$ cat config.mk
export PLATFORM = sky130hd
export DESIGN_NAME = fetch_byte
export DESIGN_NICKNAME = d
export VERILOG_FILES = /design/src/rtl/fetch_byte_pkg.sv /design/src/rtl/fetch_byte.sv
export SDC_FILE = /design/constraint.sdc
export NUM_CORES = 1
export LEC_CHECK = 0
export CAP_MARGIN = 20
export CORE_AREA = 2 2 39 41
export DETAILED_ROUTE_END_ITERATION = 10
export DIE_AREA = 0 0 41 43
export PLACE_DENSITY = 0.63
export SYNTH_ARGS = -nofsm -noshare
export SYNTH_HDL_FRONTEND = slang
export SYNTH_SLANG_ARGS = --single-unit
$ cat constraint.sdc
create_clock -name clk -period 1.8 [get_ports clk]
set_input_delay 0.18 -clock clk [delete_from_list [all_inputs] [get_ports clk]]
set_output_delay 0.18 -clock clk [all_outputs]
set_load 0.005 [all_outputs]
$ cat src/rtl/fetch_byte_pkg.sv
// Shared micro-sequencer constants and the operand-byte halfword-alignment helper
// used by the operand fetch-request generator.
package fetch_byte_pkg;

    // Width of the sequencer state/step counter.
    localparam int ME_SMNL = 4;

    // Byte at index idx sits at an even address when its index parity matches
    // the alignment of the first operand byte.
    function automatic logic byte_at_even_addr(input logic idx_lsb, input logic param_even);
        byte_at_even_addr = ((idx_lsb == 1'b0) == param_even);
    endfunction

endpackage : fetch_byte_pkg

$ cat src/rtl/fetch_byte.sv
// Operand-byte fetch-request generator: pulses fetch once per micro-step whose
// operand byte begins a new 16-bit bytecode halfword.
module fetch_byte
    import fetch_byte_pkg::*;
#(
    parameter int SMNL = ME_SMNL
) (
    input  logic            clk,
    input  logic            rst_n,
    input  logic [SMNL-1:0] state,
    input  logic            param_even,
    input  logic [7:0]      parameter_number,
    output logic            fetch
);

    localparam int KW = (SMNL > 8) ? SMNL : 8;

    logic [SMNL-1:0] prev_state_r;
    logic            prev_valid_r;

    logic [KW-1:0] k_s;
    logic [KW-1:0] n_s;
    logic [KW-1:0] i_s;
    logic          operand_s;
    logic          even_s;
    logic          req_s;
    logic          new_step_s;

    // Qualify the current step and detect that it has not been serviced yet.
    always_comb begin
        k_s        = {KW{1'b0}};
        n_s        = {KW{1'b0}};
        i_s        = {KW{1'b0}};
        operand_s  = 1'b0;
        even_s     = 1'b0;
        req_s      = 1'b0;
        new_step_s = 1'b0;

        k_s = KW'(state);
        n_s = KW'(parameter_number);
        // Step 0 is the opcode; operand byte i belongs to step i+1.
        i_s = k_s - {{(KW-1){1'b0}}, 1'b1};

        if ((k_s != {KW{1'b0}}) && (k_s <= n_s)) begin
            operand_s = 1'b1;
        end else begin
            operand_s = 1'b0;
        end

        even_s     = byte_at_even_addr(i_s[0], param_even);
        req_s      = operand_s & even_s;
        new_step_s = (~prev_valid_r) | (state != prev_state_r);
    end

    // Output and step-history registers; a held state yields a single pulse.
    always_ff @(posedge clk or negedge rst_n) begin
        if (!rst_n) begin
            fetch        <= 1'b0;
            prev_state_r <= {SMNL{1'b0}};
            prev_valid_r <= 1'b0;
        end else begin
            fetch        <= req_s & new_step_s;
            prev_state_r <= state;
            prev_valid_r <= 1'b1;
        end
    end

endmodule : fetch_byte

### After elaboration in Yosys (flattened, before gate mapping)

Index checks and enable logic that the tools add are counted.
Widths: inputs -> output; s select.

| cells by class | value |
|---|---|
| add/subtract/negate cells | 1 |
| $lt $le $gt $ge | 1 |
| eq/ne operators | 2 |
| muxes and demuxes | 1 |
| bitwise operators | 5 |
| reduce and logical (&&, ||, !) cells | 2 |

Operators by type and width:

| kind | count |
|---|---|
| $le 4x8->1 | 1 |
| $ne 4x4->1 | 1 |
| $reduce_bool 4->1 | 1 |
| $and 1x1->1 | 2 |
| $not 1->1 | 2 |
| $eq 1x1->1 | 1 |
| $logic_and 1x1->1 | 1 |
| $mux 1 | 1 |
| $or 1x1->1 | 1 |
| $sub 1x1->1 const B | 1 |

| storage, ports and cells | value |
|---|---|
| flip-flop bits (word level) | 6 |
| input bits | 15 |
| output and inout bits | 1 |
| word-level logic and storage cells | 15 |

### Logic depth before layout (Yosys ltp)

| depth | value |
|---|---|
| depth after elaboration | 5 |
| gate-level depth with buffers | 6 |
| mapped depth without buffers | 6 |

### Worst setup path before layout

No wires, ideal clock.

| path | value |
|---|---|
| kind | reg2reg |
| start | register prev_state_r[3] |
| end | register fetch |
| library setup time | 139 ps |
| arrival | 1175 ps |
| path slack | 486 ps |
| cell stages (with the launch flop) | 5 |
| path buffers | 0 |
| path through | dfrtp_1 -> xor2_1 -> or4b_1 -> o21ai_1 -> a32oi_1 |

| between the ends | value |
|---|---|
| word-level cells in the longest chain between the ends | 3 |

RTL lines:

| element | RTL line | source |
|---|---|---|
| from (decl) | fetch_byte.sv:18 | `logic [SMNL-1:0] prev_state_r;` |
| from (signal assigned) | fetch_byte.sv:59 | `prev_state_r <= {SMNL{1'b0}};` |
| from (signal assigned) | fetch_byte.sv:63 | `prev_state_r <= state;` |
| $ne 4x4->1 | fetch_byte.sv:52 | `new_step_s = (~prev_valid_r) \| (state != prev_state_r);` |
| $or 1x1->1 | fetch_byte.sv:52 |  |
| $and 1x1->1 | fetch_byte.sv:62 | `fetch <= req_s & new_step_s;` |
| to (signal assigned) | fetch_byte.sv:62 |  |
| to (decl) | fetch_byte.sv:13 | `output logic fetch` |

Every way passes these cells.

### Worst setup path in the final report

| path | value |
|---|---|
| start | input port state[3] |
| end | register fetch |

| between the ends | value |
|---|---|
| word-level cells in the longest chain between the ends | 5 |
| elaborated cells between the ends (all ways) | 8 |
| classes of those cells | order compare (1); eq/ne (1); mux (1); bitwise (3); reduce/logical (2) |

RTL lines:

| element | RTL line | source |
|---|---|---|
| from (decl) | fetch_byte.sv:10 | `input logic [SMNL-1:0] state,` |
| $le 4x8->1 / $reduce_bool 4->1 (equally long branches) | fetch_byte.sv:44 | `if ((k_s != {KW{1'b0}}) && (k_s <= n_s)) begin` |
| $logic_and 1x1->1 | fetch_byte.sv:44 |  |
| $mux 1 | fetch_byte.sv:44 |  |
| $and 1x1->1 | fetch_byte.sv:51 | `req_s = operand_s & even_s;` |
| $and 1x1->1 * | fetch_byte.sv:62 |  |

Every way passes the cells marked *; elsewhere a longest branch is shown, timed or not.

==> impl_metrics.env <==
export IMPL_path_buf_inv=1
export IMPL_design_area_um2=538
export IMPL_netlist_area_um2=330
export IMPL_crit_start="state[3]"
export IMPL_ys_ff_latch=6
export IMPL_grt_pass1_wl_um=1170
export IMPL_met2_usage=0.131
export IMPL_ir_drop_mv=0.361
export IMPL_dp_hpwl_um=587
export IMPL_drt_iter0_drc=1
export IMPL_timing_hold_ws_ps=176
export IMPL_top_usage_layer="met2"
export IMPL_ys_warn_count=0
export IMPL_core_area_um2=1380
export IMPL_clock_latency_ps=240
export IMPL_ff2ff_path_depth=4
export IMPL_grt_overflow=0
export IMPL_htreeDepth=1
export IMPL_row_count=14
export IMPL_max_cap_violations=0
export IMPL_final_nets=74
export IMPL_report_final_slew_viol_count=0
export IMPL_use_met3=0.0785
export IMPL_synth_cell_type_count=16
export IMPL_synthArstFlopShare=1.00
export IMPL_drtAntennaViolNets=0
export IMPL_cpPeakStageDelay_ps=520
export IMPL_clock_skew_ps=0.709
export IMPL_cts_tree="built"
export IMPL_switching_share=0.229
export IMPL_grt_max_degree=7
export IMPL_portBuffers=15
export IMPL_synth_edf_count=0
export IMPL_power_w=0.000345
export IMPL_drive_gt1_frac=0.0943
export IMPL_post_cts_setup_buffers=0
export IMPL_cts_hold_buf=0
export IMPL_dr_pass1_iters=2
export IMPL_crit_family="simple AND/OR/NAND/NOR gates"
export IMPL_fin_crit_sh=0.794
export IMPL_worstPathArrival_ps=1540
export IMPL_syn_area_per_cell_um2=10.0
export IMPL_critical_path_class="in -> reg"
export IMPL_fill_cells=143
export IMPL_cts_max_path_buffers=2
export IMPL_finalHoldViolCount=0
export IMPL_outcome="completed"
export IMPL_fp_dieW_um=41
export IMPL_fin_tns_setup_ps=0
export IMPL_fmax_mhz=700
export IMPL_die_area_um2=1760
export IMPL_multi_input_area_um2=161
export IMPL_yosysMostFrequentCell="dfrtp_1"
export IMPL_routed_wl_um=682
export IMPL_start_util=0.239
export IMPL_synth_fp_nets=52
export IMPL_use_met1=0.122
export IMPL_synth_top_cell_by_area="dfrtp_1"
export IMPL_startpoint_type="primary input"
export IMPL_syn_inst=33
export IMPL_synthFlopType="dfrtp_1"
export IMPL_synthTopCellsByArea="dfrtp_1 45%, ha_1 15%, xor2_1 8.0%, inv_1 5.7%, a21oi_1 3.0%"
export IMPL_synthToLayoutAreaGrowth_pct=62.9
export IMPL_drcViolationCount=0
export IMPL_cellPowerDensity_nw_per_um2=641
export IMPL_antennaDiodeCount=0
export IMPL_reg2reg_from="prev_state_r[3]"
export IMPL_die_h_um=43
export IMPL_setup_viol=0
export IMPL_hold_path_class="in -> async"
export IMPL_seqPwrFrac=0.425
export IMPL_rsz0062_at_grt="false"
export IMPL_wl_per_cell_um=9.88
export IMPL_antenna_found_initial=0
export IMPL_cts_buffers=3
export IMPL_synth_top_area_frac=0.455
export IMPL_clk_pin_slew_ps=40
export IMPL_postLayoutCoreUtil=0.389
export IMPL_ys_top_cells_by_count="6 x dfrtp_1, 5 x inv_1, 4 x ha_1"
export IMPL_via_per_inst=4.45
export IMPL_num_io_pins=16
export IMPL_grt_total_usage=0.104
export IMPL_post_cts_resized=0
export IMPL_internal_power_w=0.000266
export IMPL_pwr_share_clk=0.358
export IMPL_worstSetupPathDepth=5
export IMPL_p_switching_w=0.0000791
export IMPL_combPwrFrac=0.217
export IMPL_clockRootBuffer="clkbuf_4"
export IMPL_end_kind="register"
export IMPL_ff_latch_area_um2=150
export IMPL_crit_slowest_cell="or4b_1"
export IMPL_leakage_nw=0.243
export IMPL_place_area_um2=515
export IMPL_grt_pass1_vias=312
export IMPL_dr_total_vias=307
export IMPL_yosysSeqAreaShare=0.455
export IMPL_clock_sinks=6
export IMPL_fin_crit_ps=1430
export IMPL_required_ps=1910
export IMPL_place_congestion=0.674
export IMPL_cp_cell_sequence="clkdlybuf4s50_1, xor2_1, or4b_1, o21ai_1, a32oi_1"
export IMPL_cp_max_fo=4
worst register-to-register path, cell delays in order, from the launching register on:
cell and delay [ps]:
dfrtp_1 370, xor2_1 160, or4b_1 520, o21ai_1 130
a32oi_1 60
cell usage in the layout (no fill, tap or decap), types with 2 or more instances in the layout:
master,count
ha_1,4
xor2_1,3
clkdlybuf4s50_1,15
buf_4,2
nor3_1,2
inv_1,5
a21oi_1,2
dfrtp_1,6
nand2_1,2
clkbuf_4,3
sequential cells by signal, summed over array words and instances, names as in the netlist:
name / flops
prev_valid_r: 1
fetch: 1
prev_state_r: 4
metal layers:
layer / routed length [um] / vias to the layer above
met5: 0 / -
met4: 19 / 0
met3: 102 / 5
met2: 283 / 16
met1: 277 / 132
li1: - / 154
cell families (layout without fill, tap and decap cells):
family                     Yosys count  after routing  share of synthesized area
DFF                                  6              6                      0.455
buffers and inverters                5             25                     0.0568
adders and majority gates            4              4                      0.152
AOI/OAI and AO/OA                    5              5                     0.0871
and+or+nand+nor                      9              9                      0.159
xor gates and xnor gates             3              3                     0.0796
other                                1              1                     0.0114
power groups by stage:
stage	sequential, W	combinational [W]	clock [W]
detailed placement	0.000148	0.0000757	0
floorplan	0.000148	0.0000252	0
global placement	0.000148	0.0000746	0
CTS	0.000146	0.0000760	0.000129
global route	0.000147	0.0000859	0.000140
finish	0.000147	0.0000749	0.000123
path summary, 6_finish.rpt:
kind / endpoint / slack, ps
min reg2reg: fetch / 620
min: prev_state_r[0] / 180
max: fetch / 370
min in group clk: prev_state_r[0] / 480
max in group asynchronous: prev_state_r[3] / 1410
max reg2reg: fetch / 420
layout make-up:
class                      count  share of cell area
inverter                       5              0.0349
sequential                     6               0.279
multi-input combinational     22               0.300
clock buffer                   3              0.0419
tap                           16              0.0372
timing repair buffer          17               0.307
metrics by stage:
step / setup slack [ps] / cells
2_1_floorplan: 486 / 33
3_3_place_gp: 141 / 66
3_5_place_dp: 114 / 66
4_1_cts: 377 / 69
5_1_grt: 311 / 69
6_report: 372 / 69
No activity file was read; power rests on OpenSTA's default activity.
